File: src/rtl/imm_ext_pkg.sv
// Shared definitions for the immediate-extension arbiter: default widths,
// FSM state encoding, requester index type and the round-robin pick rule.
package imm_ext_pkg;

    localparam int IMM_W_DEF  = 16;
    localparam int DATA_W_DEF = 32;

    // Output register occupancy.
    typedef enum logic {
        ST_EMPTY = 1'b0,
        ST_FULL  = 1'b1
    } fsm_state_e;

    // Index of one of the two requesters.
    typedef logic req_idx_t;

    // Round-robin choice between two requesters: a lone valid requester wins;
    // under contention the one that was not served last wins.
    function automatic req_idx_t rr_pick(input logic v0, input logic v1,
                                         input req_idx_t last_src);
        if (v0 && v1) begin
            return ~last_src;
        end
        if (v1) begin
            return 1'b1;
        end
        return 1'b0;
    endfunction

endpackage

File: src/rtl/imm_ext_unit.sv
// Combinational immediate extender: copies imm into the low bits and fills
// the upper bits with the sign bit, or with zeros when zext is set.
module imm_ext_unit
    import imm_ext_pkg::*;
#(
    parameter int IMM_W  = IMM_W_DEF,
    parameter int DATA_W = DATA_W_DEF
) (
    input  logic [IMM_W-1:0]  imm,
    input  logic              zext,
    output logic [DATA_W-1:0] ext
);

    logic fill_bit;

    // Upper-bit fill value chosen by the extension mode.
    assign fill_bit = zext ? 1'b0 : imm[IMM_W-1];
    assign ext      = {{(DATA_W-IMM_W){fill_bit}}, imm};

endmodule

File: src/rtl/imm_ext_arbiter.sv
// Two-requester arbiter sharing one immediate extension unit, with a
// one-entry registered output.
//
// Handshake: a transfer happens on a rising clock edge where valid and ready
// are both high. Requester readies are combinational from the valids, the
// round-robin pointer, the FSM state and out_ready; a requester must not make
// valid depend on ready. out_valid/out_data/out_src hold while out_valid is
// high and out_ready is low.
//
// Optional feature: define IMM_ZEXT_EN to add req0_zext/req1_zext, which
// select zero-extension for the accepted request. Without it every immediate
// is sign-extended.
//
// state_dbg exposes the FSM state for observation.
module imm_ext_arbiter
    import imm_ext_pkg::*;
#(
    parameter int IMM_W  = IMM_W_DEF,
    parameter int DATA_W = DATA_W_DEF
) (
    input  logic              clk,
    input  logic              rst_n,
    input  logic              req0_valid,
    output logic              req0_ready,
    input  logic [IMM_W-1:0]  req0_imm,
`ifdef IMM_ZEXT_EN
    input  logic              req0_zext,
`endif
    input  logic              req1_valid,
    output logic              req1_ready,
    input  logic [IMM_W-1:0]  req1_imm,
`ifdef IMM_ZEXT_EN
    input  logic              req1_zext,
`endif
    output logic              out_valid,
    input  logic              out_ready,
    output logic [DATA_W-1:0] out_data,
    output req_idx_t          out_src,
    output fsm_state_e        state_dbg
);

    fsm_state_e        state, state_next;
    req_idx_t          last_src;
    req_idx_t          grant_src;
    logic              any_valid;
    logic              can_accept;
    logic              accept;
    logic [IMM_W-1:0]  sel_imm;
    logic              sel_zext;
    logic [DATA_W-1:0] ext_value;

    // Grant depends only on the valids and the round-robin pointer.
    always_comb begin
        any_valid  = req0_valid | req1_valid;
        grant_src  = rr_pick(req0_valid, req1_valid, last_src);
        can_accept = rst_n & ((state == ST_EMPTY) | out_ready);
        req0_ready = req0_valid & (grant_src == 1'b0) & can_accept;
        req1_ready = req1_valid & (grant_src == 1'b1) & can_accept;
        accept     = any_valid & can_accept;
    end

    // Steer the granted requester's immediate into the shared extender.
    always_comb begin
        sel_imm = (grant_src == 1'b1) ? req1_imm : req0_imm;
`ifdef IMM_ZEXT_EN
        sel_zext = (grant_src == 1'b1) ? req1_zext : req0_zext;
`else
        sel_zext = 1'b0;
`endif
    end

    imm_ext_unit #(
        .IMM_W  (IMM_W),
        .DATA_W (DATA_W)
    ) u_ext (
        .imm  (sel_imm),
        .zext (sel_zext),
        .ext  (ext_value)
    );

    // FSM state register.
    always_ff @(posedge clk) begin
        if (!rst_n) begin
            state <= ST_EMPTY;
        end else begin
            state <= state_next;
        end
    end

    // Next-state logic: fill on accept, drain on out_ready, refill in the
    // same cycle when a new request is accepted alongside the drain.
    always_comb begin
        state_next = state;
        case (state)
            ST_EMPTY: begin
                if (accept) begin
                    state_next = ST_FULL;
                end
            end
            ST_FULL: begin
                if (out_ready && !accept) begin
                    state_next = ST_EMPTY;
                end
            end
            default: begin
                state_next = ST_EMPTY;
            end
        endcase
    end

    // Output register and round-robin pointer; both update only on accept.
    // last_src resets to 1 so requester 0 wins the first contention.
    always_ff @(posedge clk) begin
        if (!rst_n) begin
            out_data <= '0;
            out_src  <= 1'b0;
            last_src <= 1'b1;
        end else if (accept) begin
            out_data <= ext_value;
            out_src  <= grant_src;
            last_src <= grant_src;
        end
    end

    assign out_valid = (state == ST_FULL);
    assign state_dbg = state;

endmodule

File: config.mk
export PLATFORM = sky130hd
export DESIGN_NAME = imm_ext_arbiter
export DESIGN_NICKNAME = d
export VERILOG_FILES = /design/src/rtl/imm_ext_pkg.sv /design/src/rtl/imm_ext_unit.sv /design/src/rtl/imm_ext_arbiter.sv
export SDC_FILE = /design/constraint.sdc
export NUM_CORES = 1
export LEC_CHECK = 0
export ABC_AREA = 0
export BUFFER_PORTS_ARGS = -buffer_cell sky130_fd_sc_hd__clkbuf_2
export CORE_ASPECT_RATIO = 0.9
export CORE_MARGIN = 2
export CORE_UTILIZATION = 35
export CTS_CLUSTER_SIZE = 10
export DETAILED_ROUTE_END_ITERATION = 10
export PLACE_DENSITY = 0.74
export SYNTH_ARGS = -nofsm -noshare
export SYNTH_HDL_FRONTEND = slang
export SYNTH_SLANG_ARGS = --single-unit
File: constraint.sdc
create_clock -name clk -period 1.7 [get_ports clk]
set_input_delay 0.425 -clock clk [delete_from_list [all_inputs] [get_ports clk]]
set_output_delay 0.425 -clock clk [all_outputs]
set_load 0.01 [all_outputs]
Yosys cells after proc, flatten, opt, wreduce, memory -nomap -nowiden
Index checks and enable logic that the tools add are counted.

Multipliers: 0. Equality and inequality tests: 0. Reductions and logical operators: 3. Shifts and indexed selects: 0. $add $sub $neg: 0. Magnitude comparators: 0. Bitwise gates (word level): 11. Mux-type cells: 11. Div/mod/pow operators: 0.

Operators by type and width (number): 16-bit two-way mux (1); 1-bit two-way mux (9); 1-bit bitwise AND (6); 1-bit NOT (3); 1-bit logical AND (2); 1-bit bitwise OR (2); 1-bit one-hot mux with 2 select lines (1); 1-bit zero test (1).

Flip-flop bits (word level): 19. Bits in writable memories: 0. Output and inout port bits: 37. Memories kept: 0. Logic and storage cells: 29. Bits in read-only memories: 0. Bits in latches: 0. Input port bits: 37.

Logic depth before layout (Yosys ltp)
Word-level depth: 8. Mapped depth: 5. Gate-level depth less buffers: 3.

Hierarchy
Synthesis repeated with hierarchy kept, for this count alone.

Cell total of the unflattened synthesis: 208. Area, all modules: 1936.9 um^2.

Modules (own cells, without submodules): imm_ext_arbiter (cells each 175, area each 1682.9 um^2, times used 1, seq. area each 700.7 um^2); imm_ext_unit (cells each 33, area each 254.0 um^2, times used 1, seq. area each 0.0 um^2).

Least setup slack after synthesis
No wires, ideal clock.

Path type: in2out. Start point: input rst_n. End point: output req0_ready. Stages: 4. Buffers on the path: 2. Setup slack: 0.145 ns. Required time: 1.275 ns. Arrival: 1.130 ns. Cell sequence: buf_2 > buf_1 > nand3_1 > nor2_1.

Cells in the longest elaborated chain, start to end: 2.

Ends and longest elaborated chain: start: declaration (RTL line imm_ext_arbiter.sv:22) `input logic rst_n,`; 1-bit bitwise AND (RTL line imm_ext_arbiter.sv:56) `can_accept = rst_n & ((state == ST_EMPTY) | out_ready);`; 1-bit bitwise AND (RTL line imm_ext_arbiter.sv:57) `req0_ready = req0_valid & (grant_src == 1'b0) & can_accept;`; end: declaration (RTL line imm_ext_arbiter.sv:24) `output logic req0_ready,`.

Every way passes these cells.

Worst setup path after layout
Start point: register state, in the netlist out_valid. End point: output req1_ready.

Cells in the longest elaborated chain, start to end: 4.

Ends and longest elaborated chain: start: declaration (RTL line imm_ext_arbiter.sv:42) `fsm_state_e state, state_next;`; start signal: assignment (RTL line imm_ext_arbiter.sv:86) `state <= state_next;`; 1-bit NOT; 1-bit bitwise OR (RTL line imm_ext_arbiter.sv:56); 1-bit bitwise AND (RTL line imm_ext_arbiter.sv:56); 1-bit bitwise AND (RTL line imm_ext_arbiter.sv:58) `req1_ready = req1_valid & (grant_src == 1'b1) & can_accept;`; end: declaration (RTL line imm_ext_arbiter.sv:30) `output logic req1_ready,`.

Every way passes these cells.

==> results_dict.tcl <==
set metrics [dict create \
    ys_ff_latch 19 \
    holdWs_ns 0.391 \
    gp_congestion 0.766 \
    vias 924 \
    cp-start-kind "register" \
    utilization_pct 48.5 \
    cp.required_ns 1.27 \
    cp.arrival_ns 1.18 \
    fillerInstances 290 \
    clockRootBuffer "clkbuf_4" \
    use_met2_pct 25.6 \
    power_w 0.00108 \
    p_int_w 0.000740 \
    drt_first_pass_iters 4 \
    cts_tree "yes" \
    drc 0 \
    criticalPathCategory "register to output port" \
    dp_hpwl_mm 1.88 \
    status "complete, no violations" \
    yosysSeqAreaShare_pct 36.5 \
    synthDistinctLibCells 19 \
    drt_iter0_drc 9 \
    io_buffer_count 73 \
    met1_usage_pct 15.8 \
    place_ws_ns 0.192 \
    floorplan.initialDensity_pct 37.3 \
    rows 18 \
    max-clock-path-buffers 2 \
    io_pins 74 \
    synth_top_cell_area_share_pct 36.5 \
    critPathMaxFanout 6 \
    setup_tns_ns 0 \
    die-height_um 55.7 \
    clk_latency_ns 0.30 \
    netlist_area_um2 1040 \
    grt_pass1_vias 933 \
    min_period_ns 1.60 \
    setup_viol 0 \
    yosysWarnings 0 \
    drv_cap 0 \
    syn_to_final_growth_pct 30.2 \
    fmax_mhz 624 \
    power_frac_seq_pct 49.0 \
    ir_worst_vdd_mv 0.334 \
    synth_top_area_cell "dfxtp_1" \
    synth.avg_cell_area_um2 9.91 \
    wl_per_cell_um 11.2 \
    drive_gt1_share_pct 53.3 \
    swShare_pct 31.5 \
    syn_nets 142 \
    wl_mm 2.29 \
    p_leak_nw 0.715 \
    final_nets 203 \
    dieArea_um2 3430 \
    die_width_um 61.5 \
    finalMaxSlewViolations 0 \
    slew-limit-headroom_pct 83.3 \
    coreArea_um2 2790 \
    postRouteAntennaNets 0 \
    grt_max_degree 19 \
    grt_pass1_wl_mm 3.81 \
    viasPerCell 4.51 \
    power_frac_comb_pct 29.2 \
    antenna_found_initial 0 \
    layout_setup_ws_ns 0.0983 \
    synth_area_leaders "dfxtp_1 (37%), mux2i_1 (31%), buf_4 (12%), nand2_1 (6.1%), buf_6 (3.2%)" \
    cts.sinks 19 \
    hold_viol 0 \
    multi_input_area_um2 487 \
    grt-ovfl-total 0 \
    postSynthCellCount 105 \
    cts-buffers-inserted 3 \
    clkPwrFrac_pct 21.8 \
    worstSetupEndpointType "output port" \
    cts_htree_levels 1 \
    register_area_um2 382 \
    diodes 0 \
    gr-usage-met3_pct 3.95 \
    ctsHoldBuffers 0 \
    cellPowerDensity_nw_per_um2 798 \
    gr-max-usage-layer "met2" \
    switchingPower_w 0.000341 \
    hold_class "input pin to register" \
    grt_use_total_pct 14.5 \
    post-route-period-util_pct 94.2 \
    post_cts_buffers 0 \
    rsz0062_at_grt "false" \
    post_cts_resized 0 \
    tightest_slew_ns 0.250 \
    clkTransAtPathRegs_ns 0.12 \
    finClkSkew_ns 0.00874 \
]
==> placed cells by master, fill, tap and decap left out, drive strengths merged, types with 2 or more instances in the layout <==
master	synthesis	layout
clkbuf	0	76
dfxtp	19	19
buf	22	5
nand2	17	17
nor2	2	2
and3	2	2
a21oi	3	3
mux2i	32	32
==> path summary, 6_finish.rpt <==
path | cells past startpoint | slack, ns | start | end
setup / recovery | 3 | 0.1 | out_valid | req1_ready
hold / removal | 3 | 0.39 | req0_imm[11] | out_data[11]
setup reg to reg | 4 | 0.45 | last_src | out_data[1]
hold reg to reg | 2 | 0.47 | out_data[11] | out_data[11]
==> synth_stat cells, drive strengths merged <==
library cell,number
mux2i,32
o21ai,1
dfxtp,19
nand2b,1
o31ai,1
a21oi,3
inv,1
nand2,17
nor3,1
nor2b,1
buf,22
a21boi,1
nor2,2
and3,2
nand3,1
==> layer usage <==
| metal | wire length [µm] | vias up | part of all wire, % |
|---|---|---|---|
| li1 | - | 458 | - |
| met1 | 924 | 411 | 40 |
| met2 | 1150 | 49 | 50 |
| met3 | 170 | 6 | 7.4 |
| met4 | 44 | 0 | 1.9 |
| met5 | 0 | - | 0 |
==> power groups by stage <==
stage          combinational [W]  clock [W]  sequential (W)
5_1_grt                 0.000351   0.000266        0.000538
2_1_floorplan           0.000209          0        0.000557
3_5_place_dp            0.000320          0        0.000539
6_report                0.000316   0.000235        0.000529
3_3_place_gp            0.000314          0        0.000535
4_1_cts                 0.000321   0.000246        0.000530
==> critical path: stages (launching register included) <==
cell	delay, ns
dfxtp_1	0.38
nand2b_1	0.16
and3_1	0.22
clkbuf_2	0.12
==> cell type report <==
class | instances | share of cell area (%)
multi-input cells | 63 | 35.9
clock inverters | 1 | 0.554
flip-flops and latches | 19 | 28.2
well taps | 40 | 3.69
repair buffers | 78 | 29.7
clock buffers | 3 | 1.66
inverters | 1 | 0.277
==> registers in the layout, summed over array words and instances (netlist names) <==
| register | cells |
|---|---|
| last_src | 1 |
| out_data | 16 |
| out_src | 1 |
| out_valid | 1 |
==> through the flow <==
stage,instance area (µm²),instances
floorplan,1040,105
global placement,1320,201
detailed placement,1320,201
CTS,1350,205
global route,1360,205
finish,1360,205
==> cell families (layout without fill, tap and decap cells) <==
kind of cell,after synthesis,after routing,synth area share (%)
and+or+nand+nor,25,25,12.3
AOI/OAI and AO/OA,6,6,3.73
muxes,32,32,30.8
buffers and inverters,23,83,16.7
DFF,19,19,36.5
Note: power is estimated with default switching activity, not from simulation.
